## config.mk

```make
export PLATFORM = sky130hd
export DESIGN_NAME = instr_fetch
export DESIGN_NICKNAME = d
export VERILOG_FILES = /design/src/rtl/mips_pkg.sv /design/src/rtl/instr_fetch_fifo.sv /design/src/rtl/instr_fetch.sv
export SDC_FILE = /design/constraint.sdc
export NUM_CORES = 1
export LEC_CHECK = 0
export ABC_CLOCK_PERIOD_IN_PS = 7100
export CORE_MARGIN = 5
export CORE_UTILIZATION = 53
export DETAILED_ROUTE_END_ITERATION = 7
export DONT_BUFFER_PORTS = 1
export MAX_ROUTING_LAYER = met4
export PLACE_DENSITY = 0.77
export SLEW_MARGIN = 10
export SYNTH_ARGS = -nofsm -noshare
export SYNTH_HDL_FRONTEND = slang
export SYNTH_SLANG_ARGS = --single-unit
```

## constraint.sdc

```tcl
create_clock -name clk -period 7.1 [get_ports clk]
set_input_delay 1.42 -clock clk [delete_from_list [all_inputs] [get_ports clk]]
set_output_delay 1.42 -clock clk [all_outputs]
set_load 0.03 [all_outputs]
```

## src/rtl/mips_pkg.sv

```systemverilog
// mips_pkg: definitions shared by the instruction-fetch slice.
//   - Widths and constants: INSTR_W, ADDR_W, RESET_PC_DEFAULT (MIPS text
//     base), NOP_INSTR.
//   - fetch_state_t: fetch-stage state encoding (RESET, RUN, FLUSH).
//   - word_align(): clears the byte-offset bits of an address.
package mips_pkg;

  localparam int          INSTR_W          = 32;
  localparam int          ADDR_W           = 32;
  localparam logic [31:0] RESET_PC_DEFAULT = 32'h0040_0000;
  localparam logic [31:0] NOP_INSTR        = 32'h0000_0000;

  typedef enum logic [1:0] {
    RESET = 2'd0,
    RUN   = 2'd1,
    FLUSH = 2'd2
  } fetch_state_t;

  function automatic logic [ADDR_W-1:0] word_align(input logic [ADDR_W-1:0] a);
    return {a[ADDR_W-1:2], 2'b00};
  endfunction

endpackage

```

## src/rtl/instr_fetch_fifo.sv

```systemverilog
// fetch_fifo: 2-entry synchronous FIFO of {instr, pc} pairs.
//   clk, reset (sync, active-low) : clock and reset
//   push, wdata                   : write wdata at the tail
//   pop                           : drop the head entry
//   flush                         : empty the FIFO (wins over push/pop)
//   count                         : number of valid entries (0..2)
//   head                          : head entry, meaningful when count != 0
// The caller guarantees no push when full and no pop when empty.
module fetch_fifo
  import mips_pkg::*;
(
  input  logic                   clk,
  input  logic                   reset,
  input  logic                   push,
  input  logic                   pop,
  input  logic                   flush,
  input  logic [2*INSTR_W-1:0]   wdata,
  output logic [1:0]             count,
  output logic [2*INSTR_W-1:0]   head
);

  logic [2*INSTR_W-1:0] mem [2];
  logic                 rd_ptr;
  logic                 wr_ptr;

  // Pointers and count carry the reset; storage does not need one because
  // head is only looked at while count != 0.
  always_ff @(posedge clk) begin
    if (!reset) begin
      rd_ptr <= 1'b0;
      wr_ptr <= 1'b0;
      count  <= 2'd0;
    end else if (flush) begin
      rd_ptr <= 1'b0;
      wr_ptr <= 1'b0;
      count  <= 2'd0;
    end else begin
      if (push) wr_ptr <= ~wr_ptr;
      if (pop)  rd_ptr <= ~rd_ptr;
      case ({push, pop})
        2'b10:   count <= count + 2'd1;
        2'b01:   count <= count - 2'd1;
        default: count <= count;
      endcase
    end
  end

  always_ff @(posedge clk) begin
    if (reset && !flush && push) mem[wr_ptr] <= wdata;
  end

  assign head = mem[rd_ptr];

endmodule

```

## src/rtl/instr_fetch.sv

```systemverilog
// instr_fetch: fetch stage feeding the MIPS decoder.
//   clk, reset (sync, active-low)
//   imem_en, imem_addr  : read request to a 1-cycle-latency instruction memory
//   imem_rdata          : word returned the cycle after imem_en
//   instr, instr_pc     : FIFO head presented to the decoder (0 when empty)
//   instr_valid         : head holds a real instruction
//   instr_ready         : decoder accepts; pop = instr_valid & instr_ready
//   redirect, redirect_pc : control-flow change; flushes all wrong-path words
//   dbg_state           : current fetch state (fetch_state_t encoding)
// Handshake: a word is transferred on every rising edge where instr_valid
// and instr_ready are both 1 and redirect is 0; while instr_valid=1 and
// instr_ready=0 the presented word is held unchanged. During a redirect
// cycle instr_valid may be 1 but nothing is transferred.
module instr_fetch
  import mips_pkg::*;
#(
  parameter logic [31:0] RESET_PC   = RESET_PC_DEFAULT,
  parameter int          FIFO_DEPTH = 2
) (
  input  logic        clk,
  input  logic        reset,
  output logic        imem_en,
  output logic [31:0] imem_addr,
  input  logic [31:0] imem_rdata,
  output logic [31:0] instr,
  output logic [31:0] instr_pc,
  output logic        instr_valid,
  input  logic        instr_ready,
  input  logic        redirect,
  input  logic [31:0] redirect_pc,
  output logic [1:0]  dbg_state
);

  localparam logic [2:0] DEPTH = 3'(FIFO_DEPTH);

  fetch_state_t state, state_nxt;

  logic [31:0]          fetch_pc;
  logic [31:0]          inflight_pc;
  logic                 inflight;
  logic [1:0]           count;
  logic [2*INSTR_W-1:0] head;
  logic                 pop;
  logic                 push;
  logic                 issue;
  logic [2:0]           occupancy;

  // Words already owned by the stage after this cycle's pop. A pop implies
  // count >= 1, so the subtraction never underflows.
  assign occupancy = {1'b0, count} + {2'b00, inflight} - {2'b00, pop};

  always_comb begin
    state_nxt = state;
    pop       = 1'b0;
    push      = 1'b0;
    issue     = 1'b0;
    case (state)
      RESET:   state_nxt = RUN;
      RUN:     state_nxt = redirect ? FLUSH : RUN;
      FLUSH:   state_nxt = redirect ? FLUSH : RUN;
      default: state_nxt = RESET;
    endcase
    if (reset && !redirect) begin
      pop   = instr_valid & instr_ready;
      // A response is only pushed when the cycle it lands in is not a
      // redirect; in a redirect cycle it belongs to the wrong path.
      push  = inflight;
      issue = (occupancy < DEPTH);
    end
  end

  always_ff @(posedge clk) begin
    if (!reset) begin
      state       <= RESET;
      fetch_pc    <= RESET_PC;
      inflight    <= 1'b0;
      inflight_pc <= RESET_PC;
    end else begin
      state    <= state_nxt;
      inflight <= issue;
      if (issue) inflight_pc <= fetch_pc;
      if (redirect)   fetch_pc <= word_align(redirect_pc);
      else if (issue) fetch_pc <= fetch_pc + 32'd4;
    end
  end

  fetch_fifo u_fifo (
    .clk   (clk),
    .reset (reset),
    .push  (push),
    .pop   (pop),
    .flush (redirect),
    .wdata ({imem_rdata, inflight_pc}),
    .count (count),
    .head  (head)
  );

  assign imem_en     = issue;
  assign imem_addr   = reset ? fetch_pc : RESET_PC;
  assign instr_valid = (count != 2'd0);
  assign instr       = instr_valid ? head[2*INSTR_W-1:INSTR_W] : NOP_INSTR;
  assign instr_pc    = instr_valid ? head[INSTR_W-1:0] : 32'h0;
  assign dbg_state   = state;

endmodule

```

==> flow_summary.json, run 1 <==
{
  "synth_compound_area_share_pct": 9.201,
  "synth_cell_types": 60,
  "powerDensity_mw_per_mm2": 253.1,
  "yosysWarningCount": 0,
  "start_util_pct": 54.21,
  "wl_um": 16830,
  "grt_max_degree": 96,
  "drcViolationCount": 0,
  "antenna_found_initial": 0,
  "ant_nets": 0,
  "grt_pass1_wl_um": 26840,
  "area_growth_pct": 7.243,
  "drive_gt1_share_pct": 7.324,
  "cts_setup_buffers": 0,
  "p_leak_nw": 2.873,
  "synth-xor-area-share_pct": 1.169,
  "crit_type": "in -> out",
  "diodes": 0,
  "vias": 5145,
  "ir_drop_uv": 153.9,
  "drv_slew": 0,
  "ys.flop_type": "edfxtp_1",
  "rows": 45,
  "die_w_um": 134.7,
  "min_period_ns": 5.053,
  "grt_overflow": 0,
  "final_common_cell": "edfxtp_1",
  "synth_top_family_by_area": "simple AND/OR/NAND/NOR gates",
  "place_congestion": 0.8680,
  "netlist_instances": 719,
  "synth.avg_cell_area_sq_um": 11.46,
  "min_path_type": "reg -> reg",
  "path_clk_slew_ns": 0.07,
  "ys_seq_area_share_pct": 61.71,
  "yosys.area_share.simple_pct": 15.53,
  "skew_ns": 0.01205,
  "utilization_pct": 58.13,
  "die_h_um": 134.7,
  "cts_tree": "done",
  "worst_pin_slew_ns": 1.066,
  "layout_common_cells": "edfxtp_1 (124), nand2_1 (108), nor2_1 (74)",
  "clkLatencyLatePin_ns": 0.43,
  "status": "completed",
  "hold_violations": 0,
  "end_kind": "primary output",
  "crit_arrival_ns": 3.63,
  "drtPass1Iterations": 4,
  "fin_area_sq_mm": 0.008837,
  "ios": 168,
  "timing.final.crit_share_pct": 71.17,
  "root_buffer": "clkbuf_16",
  "synthMuxAreaShare_pct": 7.804,
  "start_kind": "primary input",
  "slew_headroom_pct": 28.93,
  "die_area_sq_mm": 0.01814,
  "drv_cap": 0,
  "core_area_sq_mm": 0.01520,
  "crit_slowest_cell": "buf_4",
  "crit_fanout": 64,
  "synth_edf_count": 124,
  "fin_setup_tns_ns": 0,
  "async_flop_share_pct": 0,
  "dpl.hpwl_um": 11320,
  "cp_top_family": "buffers and inverters",
  "worstPathCellList": "inv_1, nand2_1, nor2_1, o21ai_0, fa_1, xnor2_1, nand3_4, buf_4, inv_2",
  "port_buffers": 0,
  "setup_viol_count_final": 0,
  "htree_levels": 4,
  "synth_seq_cells": 192,
  "rsz0062_at_grt": "no",
  "dpl_cell_area_sq_mm": 0.008284,
  "hold_buffers": 0,
  "grtUsageTotal_pct": 19.14,
  "crit_required_ns": 5.68,
  "fmax_mhz": 197.9,
  "via_per_inst": 5.729,
  "clock_path_buffers": 2,
  "cts_resized": 0,
  "synth_fa_ha_area_share_pct": 0.6985,
  "wire_per_inst_um": 18.75,
  "layout.nets": 769,
  "critPathBufInv": 3,
  "cts.sinks": 192,
  "first_global_vias": 5111,
  "cpPeakStageDelay_ns": 0.53,
  "synth_area_sq_mm": 0.008240,
  "drtIter0Drc": 380,
  "cts_buffers": 17
}
[synthesized netlist by cell type, types with 2 or more instances]
| master | n | area [sq um] |
|---|---|---|
| edfxtp_1 | 124 | 3724 |
| nand2_1 | 108 | 405.4 |
| nor2_1 | 76 | 285.3 |
| dfxtp_1 | 68 | 1361 |
| mux2i_1 | 62 | 620.6 |
| a21boi_0 | 42 | 315.3 |
| and2_1 | 29 | 181.4 |
| clkbuf_1 | 27 | 101.4 |
| o21ai_0 | 23 | 115.1 |
| nand3_1 | 13 | 65.06 |
| inv_1 | 12 | 45.04 |
| nor4_1 | 12 | 75.07 |
| a21oi_1 | 11 | 55.05 |
| buf_1 | 10 | 37.54 |
| buf_6 | 7 | 78.83 |
| nand4_1 | 7 | 43.79 |
| xnor2_1 | 7 | 61.31 |
| and3_1 | 5 | 31.28 |
| nor3_1 | 5 | 25.02 |
| o21a_1 | 5 | 37.54 |
| buf_4 | 4 | 30.03 |
| o311ai_0 | 4 | 35.03 |
| xor2_1 | 4 | 35.03 |
| and4_1 | 3 | 26.28 |
| ha_1 | 3 | 37.54 |
| o211ai_1 | 3 | 22.52 |
| o311a_1 | 3 | 30.03 |
| o31ai_1 | 3 | 22.52 |
| or3_1 | 3 | 18.77 |
| a22oi_1 | 2 | 15.01 |
| a31oi_1 | 2 | 12.51 |
| mux2_2 | 2 | 22.52 |
| o31a_1 | 2 | 17.52 |
| o41ai_1 | 2 | 17.52 |
[worst paths after layout]
path | start | end | slack, ns | cells after the start
worst max-delay path | redirect | imem_en | 2.05 | 9
worst min-delay path | inflight_pc[13]$_SDFFE_PN0P_ | u_fifo.mem[0][13]$_DFFE_PP_ | 0.46 | 0
worst min register to register | inflight_pc[13]$_SDFFE_PN0P_ | u_fifo.mem[0][13]$_DFFE_PP_ | 0.46 | 0
worst max register to register | u_fifo.count[1]$_SDFFE_PP0P_ | fetch_pc[16]$_SDFFE_PN0P_ | 3.30 | 12
[metal layers]
metal,up-vias,track usage (%),part of all wire (%)
met1,2437,26.63,47
li1,2506,-,-
met4,0,6.052,1.0
met5,-,-,0
met3,15,5.551,8.0
met2,187,27.29,44
[power by group]
part | switching, W | total (W) | leakage (nW) | internal [W]
clock network | 0.000410 | 0.000887 | 0.268 | 0.000477
registers | 0.0000319 | 0.00124 | 1.76 | 0.00121
logic | 0.0000757 | 0.000109 | 0.844 | 0.0000333
[state kept, by name (all words and copies together) (netlist names), named ones only]
signal and count:
u_fifo.rd_ptr 1, u_fifo.count 2, inflight_pc 30, dbg_state 2, u_fifo.wr_ptr 1, u_fifo.mem 124, fetch_pc 30, inflight 1
[cell families after synthesis]
kind of cell             Yosys count
AO/OA/AOI/OAI                    109
XOR/XNOR                          11
adder cells (fa/ha/maj)            4
buffers and inverters             63
flip-flops                       192
multiplexers                      64
other                              1
AND/OR/NAND/NOR                  275
[area by class of cell]
class,instances,area [sq um]
fill,1223,6365
inverter,13,48.80
timing repair buffer,6,45.04
clock buffer,20,457.9
sequential,192,5089
clock inverter,12,95.09
multi-input combinational,467,2867
tap,188,235.2
[through the flow]
stage	total power (W)	hold WS [ns]	worst slack [ns]	std cells
finish	0.002236	0.4569	2.047	898
global route	0.002319	0.4710	1.833	898
CTS	0.002259	0.4639	2.070	898
detailed placement	0.001374	0.4484	2.059	866
global placement	0.001368	0.4329	2.112	866
floorplan	0.001361	0.4254	2.078	722
Power figures use the tool's default switching activity.
==> run 2: changes to the inputs <==
ABC_AREA = 1   (was default)
ABC_CLOCK_PERIOD_IN_PS = 4300   (was 7100)
PLACE_DENSITY = 0.8   (was 0.77)
clock period = 4.3 ns   (was 7.1 ns; I/O delays follow)
==> flow_summary.json, run 2 <==
{
  "start_kind": "register",
  "clock_path_buffers": 2,
  "wire_per_inst_um": 16.38,
  "holdWs_ns": 0.4544,
  "synth_top_family_by_area": "simple AND/OR/NAND/NOR gates",
  "grt_overflow": 0,
  "netlist_top_cells_count": "nand2_1 (282), edfxtp_1 (124), a21oi_1 (90)",
  "synth_compound_area_share_pct": 9.948,
  "diodes": 0,
  "root_buffer": "clkbuf_16",
  "yosysTopAreaCell": "edfxtp_1",
  "yosys.area_share.simple_pct": 21.46,
  "crit_slowest_cell": "dfxtp_1",
  "antenna_found_initial": 0,
  "ant_nets": 0,
  "crit_required_ns": 3.44,
  "start_util_pct": 53.67,
  "slew_headroom_pct": 25.55,
  "synth.avg_cell_area_sq_um": 9.072,
  "die_w_um": 136.4,
  "cts_resized": 0,
  "fill_cells": 1352,
  "place_congestion": 0.9069,
  "wl_um": 18740,
  "ys_seq_area_share_pct": 60.07,
  "first_global_vias": 5758,
  "setup_viol_count_final": 0,
  "powerDensity_mw_per_mm2": 409.1,
  "status": "completed",
  "drtPass1Iterations": 7,
  "total_power_w": 0.003744,
  "area_growth_pct": 8.115,
  "layout.nets": 987,
  "path_common_cell": "nand2_1",
  "path_clk_slew_ns": 0.07,
  "drcViolationCount": 0,
  "layout_common_cells": "nand2_1 (282), edfxtp_1 (124), a21oi_1 (90)",
  "grt_max_degree": 67,
  "cp_top_family": "simple AND/OR/NAND/NOR gates",
  "cpPeakStageDelay_ns": 0.44,
  "synth-xor-area-share_pct": 0.7243,
  "hold_buffers": 0,
  "synthMuxAreaShare_pct": 0,
  "final_common_cell": "nand2_1",
  "cts.sinks": 192,
  "drv_cap": 0,
  "synth_seq_cells": 192,
  "cts_buffers": 17,
  "synth.area.top_cells": "edfxtp_1 (44%), dfxtp_1 (16%), nand2_1 (13%)",
  "rows": 46,
  "crit_type": "reg -> out",
  "fin_area_sq_mm": 0.009151,
  "grt_pass1_wl_um": 29150,
  "synth_edf_count": 124,
  "ys.flop_type": "edfxtp_1",
  "grtUsageTotal_pct": 20.77,
  "p_sw_share_pct": 22.94,
  "worst_pin_slew_ns": 1.115,
  "p_leak_nw": 3.595,
  "port_buffers": 0,
  "largest_register": "u_fifo.mem",
  "htree_levels": 4,
  "skew_ns": 0.006282,
  "net-switching-power_w": 0.0008587,
  "cts_setup_buffers": 0,
  "die_h_um": 136.4,
  "rrSetupSlack_ns": 1.11,
  "hold_violations": 0,
  "synth_cell_types": 39,
  "p_seq_share_pct": 55.2,
  "drtIter0Drc": 341,
  "drv_slew": 0,
  "power.internal_w": 0.002885,
  "yosysWarningCount": 0,
  "synth.most_common_cell": "nand2_1",
  "largest_reg_flops": 124,
  "fmax_mhz": 267.3,
  "min_path_type": "reg -> reg",
  "timing.final.crit_share_pct": 87.00,
  "dpl_cell_area_sq_mm": 0.008589,
  "reg_top3": "u_fifo.mem (124), fetch_pc (30), inflight_pc (30)",
  "die_area_sq_mm": 0.01860,
  "clkPwrFrac_pct": 39.0,
  "end_kind": "primary output",
  "core_area_sq_mm": 0.01577,
  "via_per_inst": 5.273,
  "ios": 168,
  "crit_fanout": 7,
  "synth_area_sq_mm": 0.008464,
  "clkLatencyLatePin_ns": 0.42,
  "drive_gt1_share_pct": 7.435,
  "vias": 6032,
  "async_flop_share_pct": 0,
  "ir_drop_uv": 275.6,
  "min_period_ns": 3.741,
  "utilization_pct": 58.03,
  "worstPathCellList": "inv_1, nand2_1, nand2_1, nor2_1, nand2_1, inv_1, o21ai_0, fa_1, xnor2_1, nand2_4, inv_2",
  "p_comb_share_pct": 5.8,
  "synth_fa_ha_area_share_pct": 0.6800,
  "critPathBufInv": 3,
  "cts_tree": "done",
  "netlist.area_leader.share_pct": 43.99,
  "fin_setup_tns_ns": 0,
  "crit_arrival_ns": 2.88,
  "dpl.hpwl_um": 12250,
  "netlist_instances": 933,
  "rsz0062_at_grt": "no"
}
-- run 2: changes by cell type after synthesis, moves of 28 or more --
cell / before / now
inv_1: 12 / 88
a21oi_1: 11 / 90
mux2i_1: 62 / 0
nand2_1: 108 / 282
and2_1: 29 / 1
a21boi_0: 42 / 0
-- run 2: routing by layer --
metal  track usage (%)  part of all wire (%)  vias up
met2             33.08                    47      220
met3             5.218                   8.5       22
met5                 -                     0        -
met4             7.615                   1.7        0
li1                  -                     -     3016
met1             25.82                    43     2774
-- run 2: path summary, 6_finish.rpt --
path,cells past startpoint,start,to
worst max-delay path,11,u_fifo.count[1]$_SDFFE_PP0P_,imem_en
worst min-delay path,0,inflight_pc[7]$_SDFFE_PN0P_,u_fifo.mem[1][7]$_DFFE_PP_
worst max register to register,16,u_fifo.count[1]$_SDFFE_PP0P_,fetch_pc[12]$_SDFFE_PN0P_
worst min register to register,0,inflight_pc[7]$_SDFFE_PN0P_,u_fifo.mem[1][7]$_DFFE_PP_
-- run 2: cell type report --
class	count	area, sq um	area share, %
sequential	192	5086	55.58
multi-input combinational	602	2808	30.68
clock buffer	22	485.5	5.305
inverter	94	352.8	3.856
tap	216	270.3	2.953
clock inverter	10	76.32	0.8340
timing repair buffer	8	72.57	0.7930
-- run 2: logic make-up (layout without fill, tap and decap cells) --
logic type               after synthesis  in the layout
buffers and inverters                142            134
other                                  1              4
adder cells (fa/ha/maj)                4              4
AO/OA/AOI/OAI                        151            151
flip-flops                           192            192
AND/OR/NAND/NOR                      436            436
XOR/XNOR                               7              7
-- run 2: per-stage QoR --
step	worst slack, ns	instances
final	0.5591	1144
after global routing	0.4067	1144
after CTS	0.5376	1144
after detailed placement	0.9855	1112
after global placement	1.064	1112
after floorplan	-0.08856	936
-- run 2: power groups by stage --
stage	logic [W]	clock network, W	registers (W)
final	0.000217	0.00146	0.00207
after global routing	0.000243	0.00157	0.00207
after CTS	0.000217	0.00149	0.00207
after detailed placement	0.000215	0	0.00211
after global placement	0.000211	0	0.00210
after floorplan	0.000195	0	0.00209
==> run 3: changes to the inputs <==
CORE_MARGIN = default   (was 5)
==> flow_summary.json, run 3 (same netlist as run 2, synthesis figures left out) <==
{
  "setup_viol_count_final": 0,
  "grt_pass1_wl_um": 26830,
  "end_kind": "primary output",
  "cts_tree": "done",
  "multi_input_area_sq_mm": 0.002808,
  "ios": 168,
  "worst_pin_slew_ns": 1.102,
  "ir_drop_uv": 287.8,
  "power.internal_w": 0.002952,
  "vias": 6031,
  "drtPass1Iterations": 5,
  "crit_type": "reg -> out",
  "cts_setup_buffers": 0,
  "antenna_found_initial": 0,
  "drtIter0Drc": 331,
  "crit_fanout": 10,
  "utilization_pct": 59.72,
  "area_growth_pct": 8.440,
  "finalWorstSetupSlack_ns": 0.6050,
  "place_congestion": 0.9051,
  "largest_register": "u_fifo.mem",
  "port_buffers": 0,
  "cts.sinks": 192,
  "first_global_vias": 5228,
  "dpl.hpwl_um": 11550,
  "root_buffer": "clkbuf_16",
  "fill_cells": 1370,
  "layout_common_cells": "nand2_1 (282), edfxtp_1 (124), a21oi_1 (90)",
  "powerDensity_mw_per_mm2": 412.8,
  "holdWs_ns": 0.4520,
  "skew_ns": 0.007354,
  "die_area_sq_mm": 0.01648,
  "net-switching-power_w": 0.0008369,
  "clock_path_buffers": 2,
  "hold_violations": 0,
  "final_common_cell": "nand2_1",
  "timing.final.crit_share_pct": 85.93,
  "largest_reg_flops": 124,
  "crit_arrival_ns": 2.83,
  "wl_um": 17570,
  "status": "completed",
  "die_h_um": 128.4,
  "p_sw_share_pct": 22.09,
  "start_util_pct": 55.07,
  "htree_levels": 4,
  "grt_max_degree": 67,
  "grtUsageTotal_pct": 22.01,
  "pre_cts_ws_ns": 1.028,
  "reg_top3": "u_fifo.mem (124), fetch_pc (30), inflight_pc (30)",
  "drive_gt1_share_pct": 7.419,
  "rsz0062_at_grt": "no",
  "drcViolationCount": 0,
  "ant_nets": 0,
  "slew_headroom_pct": 26.54,
  "clkLatencyLatePin_ns": 0.42,
  "clkPwrFrac_pct": 39.8,
  "min_path_type": "reg -> reg",
  "start_kind": "register",
  "diodes": 0,
  "p_seq_share_pct": 54.5,
  "drv_slew": 0,
  "via_per_inst": 5.286,
  "p_leak_nw": 3.610,
  "hold_buffers": 0,
  "drv_cap": 0,
  "seqCellArea_sq_mm": 0.005086,
  "die_w_um": 128.4,
  "rows": 45,
  "grt_overflow": 0,
  "path_clk_slew_ns": 0.06,
  "p_comb_share_pct": 5.7,
  "cts_buffers": 17,
  "core_area_sq_mm": 0.01537,
  "crit_required_ns": 3.44,
  "cts_resized": 0,
  "min_period_ns": 3.695,
  "layout.nets": 989,
  "wire_per_inst_um": 15.40,
  "fmax_mhz": 270.6
}
run 3: area by class of cell:
cell class / count / share of cell area [%]
inverter: 94 / 3.844
timing repair buffer: 10 / 0.9542
clock buffer: 23 / 5.439
sequential: 192 / 55.41
multi-input combinational: 602 / 30.59
tap: 211 / 2.876
clock inverter: 9 / 0.8860
run 3: per-stage QoR:
stage | instance area (sq um) | power, W | setup TNS [ns] | instances
6_report | 9179 | 0.003789 | 0 | 1141
5_1_grt | 9179 | 0.003919 | 0 | 1141
4_1_cts | 9179 | 0.003815 | 0 | 1141
3_5_place_dp | 8598 | 0.002319 | 0 | 1109
3_3_place_gp | 8598 | 0.002312 | 0 | 1109
2_1_floorplan | 8476 | 0.002285 | -10.98 | 936
run 3: worst max-delay path, cell delays in order, from the launching register on:
cell	delay, ns
dfxtp_1	0.44
inv_1	0.06
nand2_1	0.30
nand2_1	0.20
nor2_1	0.16
nand2_1	0.08
inv_1	0.09
o21ai_0	0.10
fa_1	0.49
inv_1	0.06
nor2_4	0.12
nand2_4	0.12
inv_2	0.20
run 3: path summary, 6_finish.rpt:
check / startpoint / endpoint / slack [ns] / depth (start not counted)
worst max register to register: u_fifo.count[1]$_SDFFE_PP0P_ / fetch_pc[5]$_SDFFE_PN0P_ / 1.14 / 18
worst max-delay path: u_fifo.count[1]$_SDFFE_PP0P_ / imem_en / 0.61 / 12
worst min-delay path: inflight_pc[25]$_SDFFE_PN0P_ / u_fifo.mem[0][25]$_DFFE_PP_ / 0.45 / 0
worst min register to register: inflight_pc[25]$_SDFFE_PN0P_ / u_fifo.mem[0][25]$_DFFE_PP_ / 0.45 / 0
run 3: power groups by stage:
stage | sequential, W | combinational, W | clock (W)
4_1_cts | 0.00207 | 0.000216 | 0.00153
5_1_grt | 0.00207 | 0.000240 | 0.00161
2_1_floorplan | 0.00209 | 0.000195 | 0
3_3_place_gp | 0.00210 | 0.000209 | 0
3_5_place_dp | 0.00211 | 0.000214 | 0
6_report | 0.00207 | 0.000216 | 0.00151
run 3: routing by layer:
| layer | global-route usage, % | routed length, um | vias to the layer above |
|---|---|---|---|
| met5 | - | 0 | - |
| met1 | 28.36 | 7769 | 2774 |
| met3 | 5.114 | 1343 | 20 |
| li1 | - | - | 3027 |
| met2 | 34.02 | 8177 | 210 |
| met4 | 8.097 | 274 | 0 |
